$ cat config.mk
export PLATFORM = sky130hd
export DESIGN_NAME = dma_burst_splitter
export DESIGN_NICKNAME = d
export VERILOG_FILES = /design/src/rtl/dma_burst_splitter.sv
export SDC_FILE = /design/constraint.sdc
export NUM_CORES = 1
export LEC_CHECK = 0
export ABC_AREA = 1
export CAP_MARGIN = 25
export CORE_MARGIN = 2
export CORE_UTILIZATION = 45
export CTS_CLUSTER_DIAMETER = 150
export DETAILED_ROUTE_END_ITERATION = 8
export PLACE_DENSITY = 0.76
export SETUP_SLACK_MARGIN = 0.5
export SLEW_MARGIN = 20
export SYNTH_ARGS = -nofsm -noshare
export SYNTH_HDL_FRONTEND = slang
export SYNTH_SLANG_ARGS = --single-unit
$ cat constraint.sdc
create_clock -name ACLK -period 4.6 [get_ports ACLK]
set_clock_uncertainty 0.1 [all_clocks]
set_input_delay 0.92 -clock ACLK [delete_from_list [all_inputs] [get_ports ACLK]]
set_output_delay 0.92 -clock ACLK [all_outputs]
set_load 0.05 [all_outputs]
$ cat src/rtl/dma_burst_splitter.sv
// dma_burst_splitter: splits one transfer into sub-commands that never cross a MAX_BYTES
// boundary, keeps up to MAX_OUTSTANDING in flight, merges sub-statuses. Option: DMA_SPLITTER_ABORT_EN.
module dma_burst_splitter #(
  parameter int ADDR_W          = 32,
  parameter int LEN_W           = 32,
  parameter int BEAT_BYTES      = 8,
  parameter int MAX_BEATS       = 256,
  parameter int MAX_OUTSTANDING = 4,
  parameter int SUB_W           = $clog2(BEAT_BYTES * MAX_BEATS) + 1
) (
  input  logic              ACLK,
  input  logic              ARESETn,
`ifdef DMA_SPLITTER_ABORT_EN
  input  logic              abort,
`endif
  input  logic              trans_valid,
  output logic              trans_ready,
  input  logic [ADDR_W-1:0] trans_addr,
  input  logic [LEN_W-1:0]  trans_bytes,
  output logic              tstat_valid,
  input  logic              tstat_ready,
  output logic [1:0]        tstat_data,
  output logic              cmd_valid,
  input  logic              cmd_ready,
  output logic [ADDR_W-1:0] cmd_addr,
  output logic [SUB_W-1:0]  cmd_bytes,
  input  logic              stat_valid,
  output logic              stat_ready,
  input  logic [1:0]        stat_data
);

  localparam int MAX_BYTES = BEAT_BYTES * MAX_BEATS;
  localparam int OFS_W     = $clog2(MAX_BYTES);
  localparam int OUT_W     = $clog2(MAX_OUTSTANDING + 1);
  localparam logic [OUT_W-1:0] OUT_MAX     = OUT_W'(MAX_OUTSTANDING);
  localparam logic [SUB_W-1:0] MAX_BYTES_V = SUB_W'(MAX_BYTES);

  typedef enum logic [1:0] {
    ST_IDLE  = 2'd0,
    ST_ISSUE = 2'd1,
    ST_DRAIN = 2'd2,
    ST_STAT  = 2'd3
  } state_t;

  state_t             state_r, state_nxt_s;
  logic [ADDR_W-1:0]  cur_addr_r, nxt_addr_s;
  logic [LEN_W-1:0]   rem_r, nxt_rem_s;
  logic [SUB_W-1:0]   cmd_bytes_r;
  logic [1:0]         err_r;
  logic [OUT_W-1:0]   out_r, out_nxt_s;
  logic               trans_hs_s, cmd_hs_s, stat_hs_s, tstat_hs_s, abort_s;

  // Chunk length: whatever is left, capped by the room up to the next MAX_BYTES boundary.
  function automatic logic [SUB_W-1:0] chunk_f(input logic [ADDR_W-1:0] addr,
                                               input logic [LEN_W-1:0]  rem);
    logic [SUB_W-1:0] room;
    room = MAX_BYTES_V - {1'b0, addr[OFS_W-1:0]};
    if (rem < LEN_W'(room)) chunk_f = rem[SUB_W-1:0];
    else                    chunk_f = room;
  endfunction

`ifdef DMA_SPLITTER_ABORT_EN
  assign abort_s = abort;
`else
  assign abort_s = 1'b0;
`endif

  assign trans_hs_s = trans_valid & trans_ready;
  assign cmd_hs_s   = cmd_valid & cmd_ready;
  assign stat_hs_s  = stat_valid & stat_ready;
  assign tstat_hs_s = tstat_valid & tstat_ready;
  assign nxt_addr_s = cur_addr_r + ADDR_W'(cmd_bytes_r);
  assign nxt_rem_s  = rem_r - LEN_W'(cmd_bytes_r);
  assign cmd_addr   = cur_addr_r;
  assign cmd_bytes  = cmd_bytes_r;

  // Outstanding count: a simultaneous issue and return cancel out.
  always_comb begin
    out_nxt_s = out_r;
    case ({cmd_hs_s, stat_hs_s})
      2'b10:   out_nxt_s = out_r + {{(OUT_W-1){1'b0}}, 1'b1};
      2'b01:   out_nxt_s = out_r - {{(OUT_W-1){1'b0}}, 1'b1};
      default: out_nxt_s = out_r;
    endcase
  end

  // State register.
  always_ff @(posedge ACLK or negedge ARESETn) begin
    if (!ARESETn) state_r <= ST_IDLE;
    else          state_r <= state_nxt_s;
  end

  // Next-state logic.
  always_comb begin
    state_nxt_s = state_r;
    case (state_r)
      ST_IDLE: begin
        if (trans_hs_s) state_nxt_s = (trans_bytes == {LEN_W{1'b0}}) ? ST_STAT : ST_ISSUE;
        else            state_nxt_s = ST_IDLE;
      end
      ST_ISSUE: begin
        if ((err_r != 2'b00) || abort_s)                   state_nxt_s = ST_DRAIN;
        else if (cmd_hs_s && (nxt_rem_s == {LEN_W{1'b0}})) state_nxt_s = ST_DRAIN;
        else                                               state_nxt_s = ST_ISSUE;
      end
      ST_DRAIN: begin
        if (out_nxt_s == {OUT_W{1'b0}}) state_nxt_s = ST_STAT;
        else                            state_nxt_s = ST_DRAIN;
      end
      ST_STAT: begin
        if (tstat_hs_s) state_nxt_s = ST_IDLE;
        else            state_nxt_s = ST_STAT;
      end
      default: state_nxt_s = ST_IDLE;
    endcase
  end

  // Output decode; a latched error blocks further issue.
  always_comb begin
    trans_ready = 1'b0;
    cmd_valid   = 1'b0;
    stat_ready  = 1'b0;
    tstat_valid = 1'b0;
    tstat_data  = 2'b00;
    case (state_r)
      ST_IDLE:  trans_ready = 1'b1;
      ST_ISSUE: begin
        cmd_valid  = (out_r < OUT_MAX) && (err_r == 2'b00);
        stat_ready = (out_r != {OUT_W{1'b0}});
      end
      ST_DRAIN: stat_ready = (out_r != {OUT_W{1'b0}});
      ST_STAT: begin
        tstat_valid = 1'b1;
        tstat_data  = err_r;
      end
      default: trans_ready = 1'b0;
    endcase
  end

  // Datapath: cursor, remainder, pre-computed next chunk, first-error merge, outstanding.
  always_ff @(posedge ACLK or negedge ARESETn) begin
    if (!ARESETn) begin
      cur_addr_r  <= {ADDR_W{1'b0}};
      rem_r       <= {LEN_W{1'b0}};
      cmd_bytes_r <= {SUB_W{1'b0}};
      err_r       <= 2'b00;
      out_r       <= {OUT_W{1'b0}};
    end else begin
      out_r <= out_nxt_s;
      if (trans_hs_s) begin
        cur_addr_r  <= trans_addr;
        rem_r       <= trans_bytes;
        cmd_bytes_r <= chunk_f(trans_addr, trans_bytes);
      end else if (cmd_hs_s) begin
        cur_addr_r  <= nxt_addr_s;
        rem_r       <= nxt_rem_s;
        cmd_bytes_r <= chunk_f(nxt_addr_s, nxt_rem_s);
      end
      if (trans_hs_s)
        err_r <= 2'b00;
      else if (stat_hs_s && (stat_data != 2'b00) && (err_r == 2'b00))
        err_r <= stat_data;
      else if (abort_s && (err_r == 2'b00) &&
               ((state_r == ST_ISSUE) || (state_r == ST_DRAIN)))
        err_r <= 2'b11;
    end
  end

endmodule

* Word level (Yosys, flattened, before mapping)
Index checks and enable logic that the tools add are counted.
** Word-level totals
- Flip-flop bits (word level) :: 83
- Input port bits :: 72
- Output and inout bits :: 50
- Word-level logic and storage cells :: 62
** Cells by class
- Add/subtract/negate cells :: 6
- Order comparisons :: 3
- Eq/ne operators :: 5
- Multiplexer cells :: 23
- Bitwise operators :: 4
- Reduce and logical (&&, ||, !) cells :: 15
** Operators by type and width (count)
- $mux 32 :: 4
- $logic_not 32->1 :: 2
- $lt 32x12->1 :: 2
- $mux 12 :: 4
- $add 32x12->32 :: 1
- $sub 32x12->32 :: 1
- $sub 12x11->12 const A :: 2
- $mux 2 :: 8
- $pmux 2 s4 :: 1
- $reduce_bool 2->1 :: 4
- $eq 2x2->1 const B :: 3
- $pmux 3 s2 :: 1
- $mux 1 :: 5
- $and 1x1->1 :: 4
- $eq 2x1->1 const B :: 2
- $logic_and 1x1->1 :: 4
- $logic_not 2->1 :: 2
- $add 3x1->3 const B :: 1
- $logic_not 3->1 :: 1
- $lt 3x3->1 const B :: 1
- $reduce_bool 3->1 :: 1
- $sub 3x1->3 const B :: 1
- $reduce_or 2->1 :: 1

* Longest topological paths before layout
Gate-level depths: netlist of the first run.
- Word-level depth :: 9
- Gate-level depth with buffers :: 27
- Depth with buffers taken out :: 26

* Worst setup path before layout of the first run
OpenSTA, ideal clock, no wires.
- Path kind :: register to register
- Start point :: reg cmd_bytes_r[0] (netlist: cmd_bytes[0])
- End point :: reg cmd_bytes_r[7] (netlist: cmd_bytes[7])
- Setup time :: 0.122 ns
- Arrival :: 3.750 ns
- Data required time :: 4.378 ns
- Path slack :: 0.629 ns
- Stages on the path, launching flop included :: 24
- Buffers on the path :: 1
- Clock period less this slack :: 3.971 ns
- Path through :: dfrtp_1 -> ha_1 -> fa_1 -> xor2_1 -> nor3_1 -> nand2_1 -> nor2_1 -> nand3_1 -> nor2_1 -> nand2_1 -> nor3_1 -> inv_1 -> ha_1 -> nand2_1 -> nor2_1 -> a211oi_1 -> nand3_1 -> nor2_2 -> nand3_2 -> buf_6 -> nand2_1 -> nand2_1 -> nand2_1 -> a21oi_2
** On the way
- Word-level cells in the longest chain between the ends :: 6
- Elaborated cells between the ends (all ways) :: 7
- Those cells by class :: add/sub (3); order compare (1); mux (3)
** Ends and longest elaborated chain
- from (decl) :: RTL line 48 : logic [SUB_W-1:0] cmd_bytes_r;
- from (signal assigned) :: RTL line 145 : cmd_bytes_r <= {SUB_W{1'b0}};
- from (signal assigned) :: RTL line 153 : cmd_bytes_r <= chunk_f(trans_addr, trans_bytes);
- from (signal assigned) :: RTL line 157 : cmd_bytes_r <= chunk_f(nxt_addr_s, nxt_rem_s);
- $add 32x12->32 :: RTL line 72 : assign nxt_addr_s = cur_addr_r + ADDR_W'(cmd_bytes_r);
- $sub 12x11->12 :: RTL line 57 : room = MAX_BYTES_V - {1'b0, addr[OFS_W-1:0]};
- $lt 32x12->1 :: RTL line 58 : if (rem < LEN_W'(room)) chunk_f = rem[SUB_W-1:0];
- $mux 12 * :: RTL line 58
- $mux 12 * :: RTL line 154 : end else if (cmd_hs_s) begin
- $mux 12 * :: RTL line 150 : if (trans_hs_s) begin
Mark *: on every way between the ends. The rest lies on a longest branch, timed or not. The select of a mux whose other input is x is not followed.
A chain may end at the register's enable or synchronous reset.

* Worst setup path after layout of the first run
- Start point :: reg cmd_bytes_r[0] (netlist: cmd_bytes[0])
- End point :: reg cmd_bytes_r[3] (netlist: cmd_bytes[3])
The elaborated chain is that of the path after synthesis.

==> results of run 1 <==
## repair_timing
action / CTS / global route
gates cloned: 0 / 1
gates resized for setup: 9 / 56
pin swaps: 3 / 30
endpoints found under the setup margin: 12 / 12
buffers inserted: 1 / 11
## worst register-to-register path: stages (launching register included)
cell	delay (ns)
dfrtp_2	0.44
ha_4	0.18
fa_2	0.48
buf_4	0.16
nor3_4	0.18
nand2_1	0.08
nor2_2	0.16
nand3_2	0.14
nor2_4	0.16
nand2_2	0.09
nor3_4	0.21
inv_2	0.07
ha_4	0.23
nand2_1	0.07
nor2_1	0.04
a211oi_2	0.22
nand3_1	0.15
nor2_4	0.18
buf_4	0.18
nand4_1	0.10
nand2_1	0.10
nand2_1	0.07
a21oi_2	0.13
## worst max path at each step
stage               cells after the start  slack, ns                       end
floorplan                              23       0.63  cmd_bytes[7]$_DFFE_PN0P_
global placement                       14       0.31  cmd_bytes[0]$_DFFE_PN0P_
detailed placement                     14       0.09  cmd_bytes[0]$_DFFE_PN0P_
CTS                                    22       0.51  cmd_bytes[0]$_DFFE_PN0P_
global route                           22       0.42  cmd_bytes[0]$_DFFE_PN0P_
finish                                 22       0.59  cmd_bytes[3]$_DFFE_PN0P_
## cell families after synthesis
group,count (synthesis)
and+or+nand+nor,668
buffers and inverters,207
AOI/OAI and AO/OA,166
DFF,83
adders and majority gates,56
xor gates and xnor gates,33
## routing by layer
metal	wire length (microns)	global-route usage	vias up
li1	-	-	4214
met1	11000	0.372	4088
met2	12100	0.449	385
met3	1850	0.0485	60
met4	595	0.0787	0
met5	0	0	-
## placed cells by master, fill, tap and decap left out, drive strengths merged
cell	n
nand2	401
inv	179
clkdlybuf4s50	120
nor2	120
dfrtp	83
nand3	66
a21oi	60
ha	53
o21ai	37
nand4	32
o211ai	31
xor2	25
buf	24
nor3	23
o221ai	20
nor4	12
clkbuf	10
nand3b	8
xnor2	8
a31oi	4
or2	4
o21a	3
a21boi	3
fa	3
a21o	2
a211oi	2
a22o	2
o21bai	2
bufinv	2
clkinv	2
and3	1
and2	1
clkinvlp	1
## through the flow
stage	cells	hold slack [ns]	setup slack (ns)	utilization	instance area [sq um]
4_1_cts	1557	0.404	0.509	0.561	9640
6_report	1569	0.406	0.590	0.581	9980
3_3_place_gp	1541	0.380	0.309	0.540	9270
5_1_grt	1569	0.420	0.417	0.581	9980
2_1_floorplan	1213	0.363	0.629	-	7860
3_5_place_dp	1541	0.384	0.0897	0.540	9270
## area by class of cell
type | instances | area [sq um]
sequential | 83 | 2080
clock inverter | 5 | 85.1
tap | 225 | 282
multi-input combinational | 923 | 5220
inverter | 179 | 674
timing repair buffer | 144 | 1400
clock buffer | 10 | 239
fill | 1634 | 7200
## sequential cells by signal (all words and copies together) (netlist names)
name	count
rem_r	32
cmd_bytes	12
err_r	2
out_r	3
state_r	2
cmd_addr	32
==> reports/results.ini, run 1 <==
[global_route]
grt_pass1_vias=8182
grt_pass1_wl_microns=40500
antenna_found_initial=0
grt_usage=0.275
grt_start_max_net_pins=66
grt_overflow=0

[synthesis]
yosys-top-cells-area=dfrtp_1 (26%), nand2_1 (19%), ha_1 (8.4%), inv_1 (8.2%), nor2_1 (5.3%)
synth_compound_area_frac=0.137
synthesis.area_sq_mm=0.00786
synthAdderAreaFrac=0.0921
ys_types=44
synth_nets=1341
yosys.area_share.simple=0.363
synth_mux_area_frac=0
synth_top_area_frac=0.264
ys.flop_type=dfrtp_1
synth_edf_count=0
ys_warn_count=0
synth_seq_cells=83
synth_top_family_by_area=simple AND/OR/NAND/NOR gates
synth-async-reset-ratio=1.00
ys_seq_area_frac=0.264
synth_cells=1213
synth-xor-area-share=0.0368
synth_area_leader_cell=dfrtp_1
yosysMostFrequentCell=nand2_1
ys_top_cells_by_count=nand2_1 (393), inv_1 (171), nor2_1 (111), dfrtp_1 (83), nand3_1 (63)
synth.avg_cell_area_sq_um=6.48

[cts]
htreeDepth=3
hold_buffers=0
clockBufferDepth=2
clkTransAtPathRegs_ns=0.07
cts-root-buf=clkbuf_16
clock-sinks=83
clock_latency_ns=0.35
cts_tree=done
numCtsBuffers=9

[place]
place_congestion=0.991
hpwl_microns=18800
io_buffer_count=121

[setup_path]
r2r_slack_ns=0.59
path_buf_inv=3
reg2reg_to=cmd_bytes[3]$_DFFE_PN0P_
path_cells=ha_4 -> fa_2 -> buf_4 -> nor3_4 -> nand2_1 -> nor2_2 -> nand3_2 -> nor2_4 -> nand2_2 -> nor3_4 -> inv_2 -> ha_4 -> nand2_1 -> nor2_1 -> a211oi_2 -> nand3_1 -> nor2_4 -> buf_4 -> nand4_1 -> nand2_1 -> nand2_1 -> a21oi_2
critPathMaxStageDelay_ns=0.48
cp_data_arrival_time_ns=4.19
regToRegStartpoint=cmd_bytes[0]$_DFFE_PN0P_
cp_slowest_cell=fa_2
crit_family=simple AND/OR/NAND/NOR gates
start_kind=flop
endpoint_kind=flop
reg2reg_depth=22
crit_top_cell=nand2_1
startpoint=cmd_bytes[0]$_DFFE_PN0P_
cp_data_required_time_ns=4.78
crit_fanout=6
criticalPathCategory=reg2reg

[cells_and_area]
final_layout_size_suffix_gt1_frac=0.0997
diodes=0
area_growth_syn_to_layout_pct=27.0
num-nets-final=1468

[floorplan]
num_rows=48
die_w_microns=136
core_sq_mm=0.0172
io_pins=122
fp.dieH_microns=136
die_area_sq_mm=0.0185
start_util=0.457

[drt]
vias_per_cell=5.57
dr.pass1.iters=6
ant_nets=0
wl_per_cell_microns=16.3
drtIter0Drc=717
num_vias=8747
route.detailed.drc=0
routed_wl_microns=25500

[timing]
rsz0062_at_grt=true
slew-limit-headroom=0.381
finalSetupViolations=0
fmax_ghz=0.249
min_period_ns=4.01
fin_crit_sh=0.872
final_hold_viol_count=0
setup_tns_ns=0
maxSlewViolCount=0
worstMarginPinSlew_ns=0.923

[min_path]
hold_depth=2
hold_start=rem_r[3]$_DFFE_PN0P_
min_path_type=reg2reg
min_to=rem_r[3]$_DFFE_PN0P_

[outcome]
status=finished clean

[flow_run]
cap_violations=0

Power of run 1 is not shown: default switching activity piles up to over one toggle a cycle in this logic, so the estimate is an artifact.
==> run 2: changes to the inputs <==
Settings changed: CORE_ASPECT_RATIO set to 0.75.
==> reports/results.ini, run 2 (same netlist as run 1, synthesis figures left out) <==
[global_route]
grt_usage=0.274  ; -0.000953
grt_start_max_net_pins=68  ; +3.0%
grt_pass1_vias=7908  ; -3.3%
grt_overflow=0  ; unchanged
antenna_found_initial=0  ; unchanged
grt_pass1_wl_microns=40200  ; -0.61%

[setup_path]
path_cells=ha_4 -> fa_2 -> nand3_2 -> nand2_2 -> nand2_1 -> nand2_2 -> xor2_4 -> nand3_4 -> buf_4 -> xnor2_4 -> inv_1 -> ha_1 -> nand2_1 -> inv_1 -> nand4_1 -> a21oi_1 -> nor2_4 -> nand3_2 -> nand2_1 -> nand2_1 -> nand2_1 -> a21oi_2
critPathMaxStageDelay_ns=0.45  ; -0.03 ns
start_kind=flop
endpoint_kind=flop
cp_data_arrival_time_ns=4.24  ; +0.05 ns
criticalPathCategory=reg2reg
crit_top_cell=nand2_1
cp_slowest_cell=fa_2
crit_fanout=6  ; unchanged
cp_data_required_time_ns=4.80  ; +0.02 ns

[cells_and_area]
final_layout_size_suffix_gt1_frac=0.103  ; +0.00318
nFillCells=1579  ; -3.4%
finish.utilization=0.591  ; +0.0100
final_cell_mix=nand2_1 (384), inv_1 (167), clkdlybuf4s50_1 (120)
num-nets-final=1474  ; +0.41%
final_common_cell=nand2_1
diodes=0  ; unchanged
area_growth_syn_to_layout_pct=27.8

[cts]
htreeDepth=3  ; unchanged
numCtsBuffers=9  ; unchanged
cts-root-buf=clkbuf_16
clock-sinks=83  ; unchanged
clkTransAtPathRegs_ns=0.07  ; about the same
clockBufferDepth=2  ; unchanged
cts_tree=done
clock_latency_ns=0.37  ; +0.02 ns

[place]
place_congestion=0.990  ; about the same
io_buffer_count=121  ; unchanged
hpwl_microns=19100  ; +2.0%
place_ws_ns=0.127  ; +0.0373 ns

[timing]
min_period_ns=4.04  ; +0.0296 ns
worstMarginPinSlew_ns=0.946  ; +0.0231 ns
fin_ws_ns=0.561  ; -0.0296 ns
fin_crit_sh=0.878  ; +0.00644
slew-limit-headroom=0.370  ; -0.0116
rsz0062_at_grt=true
setup_tns_ns=0  ; unchanged
fmax_ghz=0.248  ; -0.73%
final_hold_viol_count=0  ; unchanged
maxSlewViolCount=0  ; unchanged
finalSetupViolations=0  ; unchanged

[outcome]
status=finished clean

[floorplan]
die_area_sq_mm=0.0185  ; about the same
fp.dieH_microns=118  ; -13%
io_pins=122  ; unchanged
num_rows=41  ; -15%
start_util=0.463  ; +0.00529
core_sq_mm=0.0170  ; -1.1%
die_w_microns=157  ; +15%

[min_path]
min_path_type=reg2reg

[flow_run]
cap_violations=0  ; unchanged

[drt]
ant_nets=0  ; unchanged
vias_per_cell=5.46  ; -2.0%
dr.pass1.iters=6  ; unchanged
wl_per_cell_microns=16.3  ; +0.18%
drtIter0Drc=834  ; +16%
routed_wl_microns=25900  ; +1.3%
num_vias=8672  ; -0.86%
route.detailed.drc=0  ; unchanged

[run 2: cell count changes in the layout (fill, tap and decap cells not counted), moves of 2 or more]
cell / before / now
buf_4: 22 / 26
dfrtp_1: 79 / 82
dfrtp_2: 4 / 1
bufinv_16: 2 / 0
clkinvlp_4: 1 / 3
nor2_1: 106 / 104
xor2_2: 3 / 1
[run 2: layout make-up]
cell class                 instances  area, sq um  share of cell area
clock inverter                     6         47.5             0.00474
sequential                        83         2080               0.207
multi-input combinational        924         5250               0.523
clock buffer                      10          239              0.0238
inverter                         179          674              0.0672
tap                              236          295              0.0294
timing repair buffer             149         1460               0.145
[run 2: metrics by stage]
stage | area, sq um | hold WS, ns | cells
detailed placement | 9310 | 0.386 | 1555
global placement | 9310 | 0.386 | 1555
global route | 10000 | 0.439 | 1587
finish | 10000 | 0.404 | 1587
floorplan | 7860 | 0.363 | 1213
CTS | 9630 | 0.403 | 1571
[run 2: timing repair]
item | CTS | global route
pin swaps | 1 | 21
cloned | 0 | 2
setup endpoints to repair | 12 | 12
resized for setup | 7 | 56
buffers inserted | 0 | 14
hold buffers | 0 | 0
[run 2: path summary, 6_finish.rpt]
kind	start	slack, ns	cells past startpoint	to
setup / recovery	cmd_addr[0]$_DFFE_PN0P_	0.56	22	cmd_bytes[11]$_DFFE_PN0P_
min in group asynchronous	ARESETn	0.59	1	cmd_bytes[2]$_DFFE_PN0P_
setup reg to reg	cmd_addr[0]$_DFFE_PN0P_	0.56	22	cmd_bytes[11]$_DFFE_PN0P_
hold / removal	out_r[0]$_DFF_PN0_	0.40	1	out_r[0]$_DFF_PN0_
max in group asynchronous	ARESETn	3.00	2	cmd_addr[10]$_DFFE_PN0P_
hold reg to reg	out_r[0]$_DFF_PN0_	0.40	1	out_r[0]$_DFF_PN0_
[run 2: worst max-delay path: cells and delay by family, from the launching register on]
kind | cells | cell delay (ns)
simple gates | 12 | 1.26
fa+ha+maj | 3 | 0.96
xor+xnor | 2 | 0.46
compound gates | 2 | 0.45
flops | 1 | 0.43
buf+inv | 3 | 0.29
[run 2: layer usage]
metal  vias to the layer above  global-route usage  wire [microns]
met5                         -                   0               0
met4                         0              0.0631             380
met3                        39              0.0631            2440
met2                       374               0.397           10800
met1                      4034               0.409           12200
li1                       4225                   -               -
Power of run 2 is left out for the same reason.
==> run 3: changes to the inputs <==
Settings changed: GPL_ROUTABILITY_DRIVEN set to 0, SLEW_MARGIN 20 to 15.
==> reports/results.ini, run 3 (same netlist as run 1, synthesis figures left out) <==
[global_route]
met1_usage=0.399  ; -0.0101
met3_usage=0.0726  ; +0.00953
grt-busiest-layer=met1
grt_usage=0.272  ; -0.00219
grt_pass1_wl_microns=40300  ; +0.12%
grt_pass1_vias=8036  ; +1.6%
grtUsageMet2=0.398  ; +0.00138
grt_overflow=0  ; unchanged
grt_start_max_net_pins=62  ; -8.8%
antenna_found_initial=0  ; unchanged

[place]
io_buffer_count=121  ; unchanged
hpwl_microns=18600  ; -3.0%
place_ws_ns=0.131  ; +0.00409 ns

[setup_path]
cp_data_required_time_ns=4.75  ; -0.05 ns
reg2reg_depth=26  ; +18%
reg2reg_to=cmd_bytes[4]$_DFFE_PN0P_
start_kind=flop
r2r_slack_ns=0.52  ; -0.04 ns
cp_data_arrival_time_ns=4.23  ; about the same
endpoint_kind=flop
regToRegStartpoint=cmd_bytes[0]$_DFFE_PN0P_
crit_fanout=6  ; unchanged
criticalPathCategory=reg2reg

[cts]
clockBufferDepth=2  ; unchanged
hold_buffers=0  ; unchanged
cts-root-buf=clkbuf_16
clkTransAtPathRegs_ns=0.07  ; about the same
cts_tree=done
htreeDepth=3  ; unchanged
clock_latency_ns=0.36  ; about the same
numCtsBuffers=9  ; unchanged
clock-sinks=83  ; unchanged

[floorplan]
die_area_sq_mm=0.0185  ; unchanged
start_util=0.463  ; unchanged
die_w_microns=157  ; unchanged
fp.dieH_microns=118  ; unchanged
core_sq_mm=0.0170  ; unchanged
num_rows=41  ; unchanged
io_pins=122  ; unchanged

[cells_and_area]
multi_input_comb_area_sq_mm=0.00520  ; -0.79%
diodes=0  ; unchanged
ff_latch_area_sq_mm=0.00208  ; about the same
nFillCells=1549  ; -1.9%
final_layout_size_suffix_gt1_frac=0.0950  ; -0.00793
num-nets-final=1471  ; -0.20%
final_cell_mix=nand2_1 (386), inv_1 (167), clkdlybuf4s50_1 (120)
final_common_cell=nand2_1
area_growth_syn_to_layout_pct=27.2

[timing]
finalSetupViolations=0  ; unchanged
setup_tns_ns=0  ; unchanged
fmax_ghz=0.245  ; -1.0%
slew-limit-headroom=0.367  ; -0.00291
fin_ws_ns=0.520  ; -0.0409 ns
min_period_ns=4.08  ; +0.0409 ns
maxSlewViolCount=0  ; unchanged
rsz0062_at_grt=true
worstMarginPinSlew_ns=0.949  ; +0.00299 ns
final_hold_viol_count=0  ; unchanged
fin_crit_sh=0.887  ; +0.00890

[drt]
routed_wl_microns=25200  ; -2.6%
num_vias=8704  ; +0.37%
dr.pass1.iters=7  ; +1
ant_nets=0  ; unchanged
wl_per_cell_microns=15.9  ; -2.4%
route.detailed.drc=0  ; unchanged
vias_per_cell=5.49  ; +0.56%
drtIter0Drc=928  ; +11%

[min_path]
hold_depth=2  ; +1
min_path_type=reg2reg
min_to=rem_r[3]$_DFFE_PN0P_
hold_start=rem_r[3]$_DFFE_PN0P_

[flow_run]
cap_violations=0  ; unchanged

[outcome]
status=finished clean

-- run 3: cell types whose count changed in the layout (fill, tap and decap cells not counted), moves of 2 or more --
| cell | before | now |
|---|---|---|
| xor2_2 | 1 | 3 |
| nor3_4 | 1 | 3 |
| nand2_2 | 16 | 14 |
| nand2_1 | 384 | 386 |
| buf_4 | 26 | 22 |
| nor2_4 | 7 | 5 |
| nor3_2 | 6 | 4 |
| xnor2_1 | 6 | 8 |
| clkinvlp_4 | 3 | 1 |
-- run 3: per-layer routing --
metal  routed length, microns  part of all wire  up-vias
li1                         -                 -     4220
met1                    11600              0.46     3994
met2                    10600              0.42      449
met3                     2640              0.10       41
met4                      314             0.012        0
met5                        0                 0        -
-- run 3: worst max-delay path by stage --
stage / from / endpoint / slack, ns / cells past startpoint
finish: cmd_bytes[0]$_DFFE_PN0P_ / cmd_bytes[4]$_DFFE_PN0P_ / 0.52 / 26
detailed placement: trans_addr[2] / cmd_bytes[0]$_DFFE_PN0P_ / 0.13 / 14
global placement: trans_addr[2] / cmd_bytes[3]$_DFFE_PN0P_ / 0.22 / 16
floorplan: cmd_bytes[0]$_DFFE_PN0P_ / cmd_bytes[7]$_DFFE_PN0P_ / 0.63 / 23
CTS: trans_addr[2] / cmd_bytes[0]$_DFFE_PN0P_ / 0.51 / 14
global route: cmd_bytes[0]$_DFFE_PN0P_ / cmd_bytes[5]$_DFFE_PN0P_ / 0.36 / 26
-- run 3: repair_timing --
| action | CTS | global route |
|---|---|---|
| resized for setup | 7 | 47 |
| setup buffers | 1 | 10 |
| pin swaps | 2 | 27 |
| setup endpoints to repair | 12 | 12 |
| gates cloned | 0 | 2 |
-- run 3: worst max-delay path, stage by stage (launching register included) --
cell and delay (ns):
dfrtp_1 0.43, ha_2 0.21, fa_2 0.46, nand3_2 0.09, nand2_2 0.08, nand2_1 0.08
nand2_1 0.08, xor2_2 0.20, buf_4 0.16, nand3_4 0.09, inv_2 0.07, nand2_1 0.05
nand3_1 0.07, o21a_1 0.18, inv_1 0.06, ha_1 0.20, a21oi_2 0.17, nor2_1 0.08
a211oi_2 0.15, nand3_1 0.14, nor2_4 0.26, buf_6 0.15, nand3_4 0.13, nand2_1 0.10
nand2_1 0.05, nand2_1 0.08, a21oi_2 0.05
-- run 3: per-stage QoR --
step,cells,cell area (sq um),utilization,hold slack [ns]
floorplan,1213,7860,-,0.363
global placement,1555,9310,0.548,0.385
detailed placement,1555,9310,0.548,0.385
CTS,1572,9650,0.568,0.406
global route,1584,9990,0.588,0.437
finish,1584,9990,0.588,0.400
-- run 3: layout make-up --
| cell class | count | share of cell area |
|---|---|---|
| clock buffers | 10 | 0.0229 |
| well taps | 236 | 0.0296 |
| repair buffers | 146 | 0.144 |
| clock inverters | 6 | 0.00714 |
| flip-flops and latches | 83 | 0.208 |
| multi-input cells | 924 | 0.521 |
| inverters | 179 | 0.0675 |
Power of run 3 is left out for the same reason.
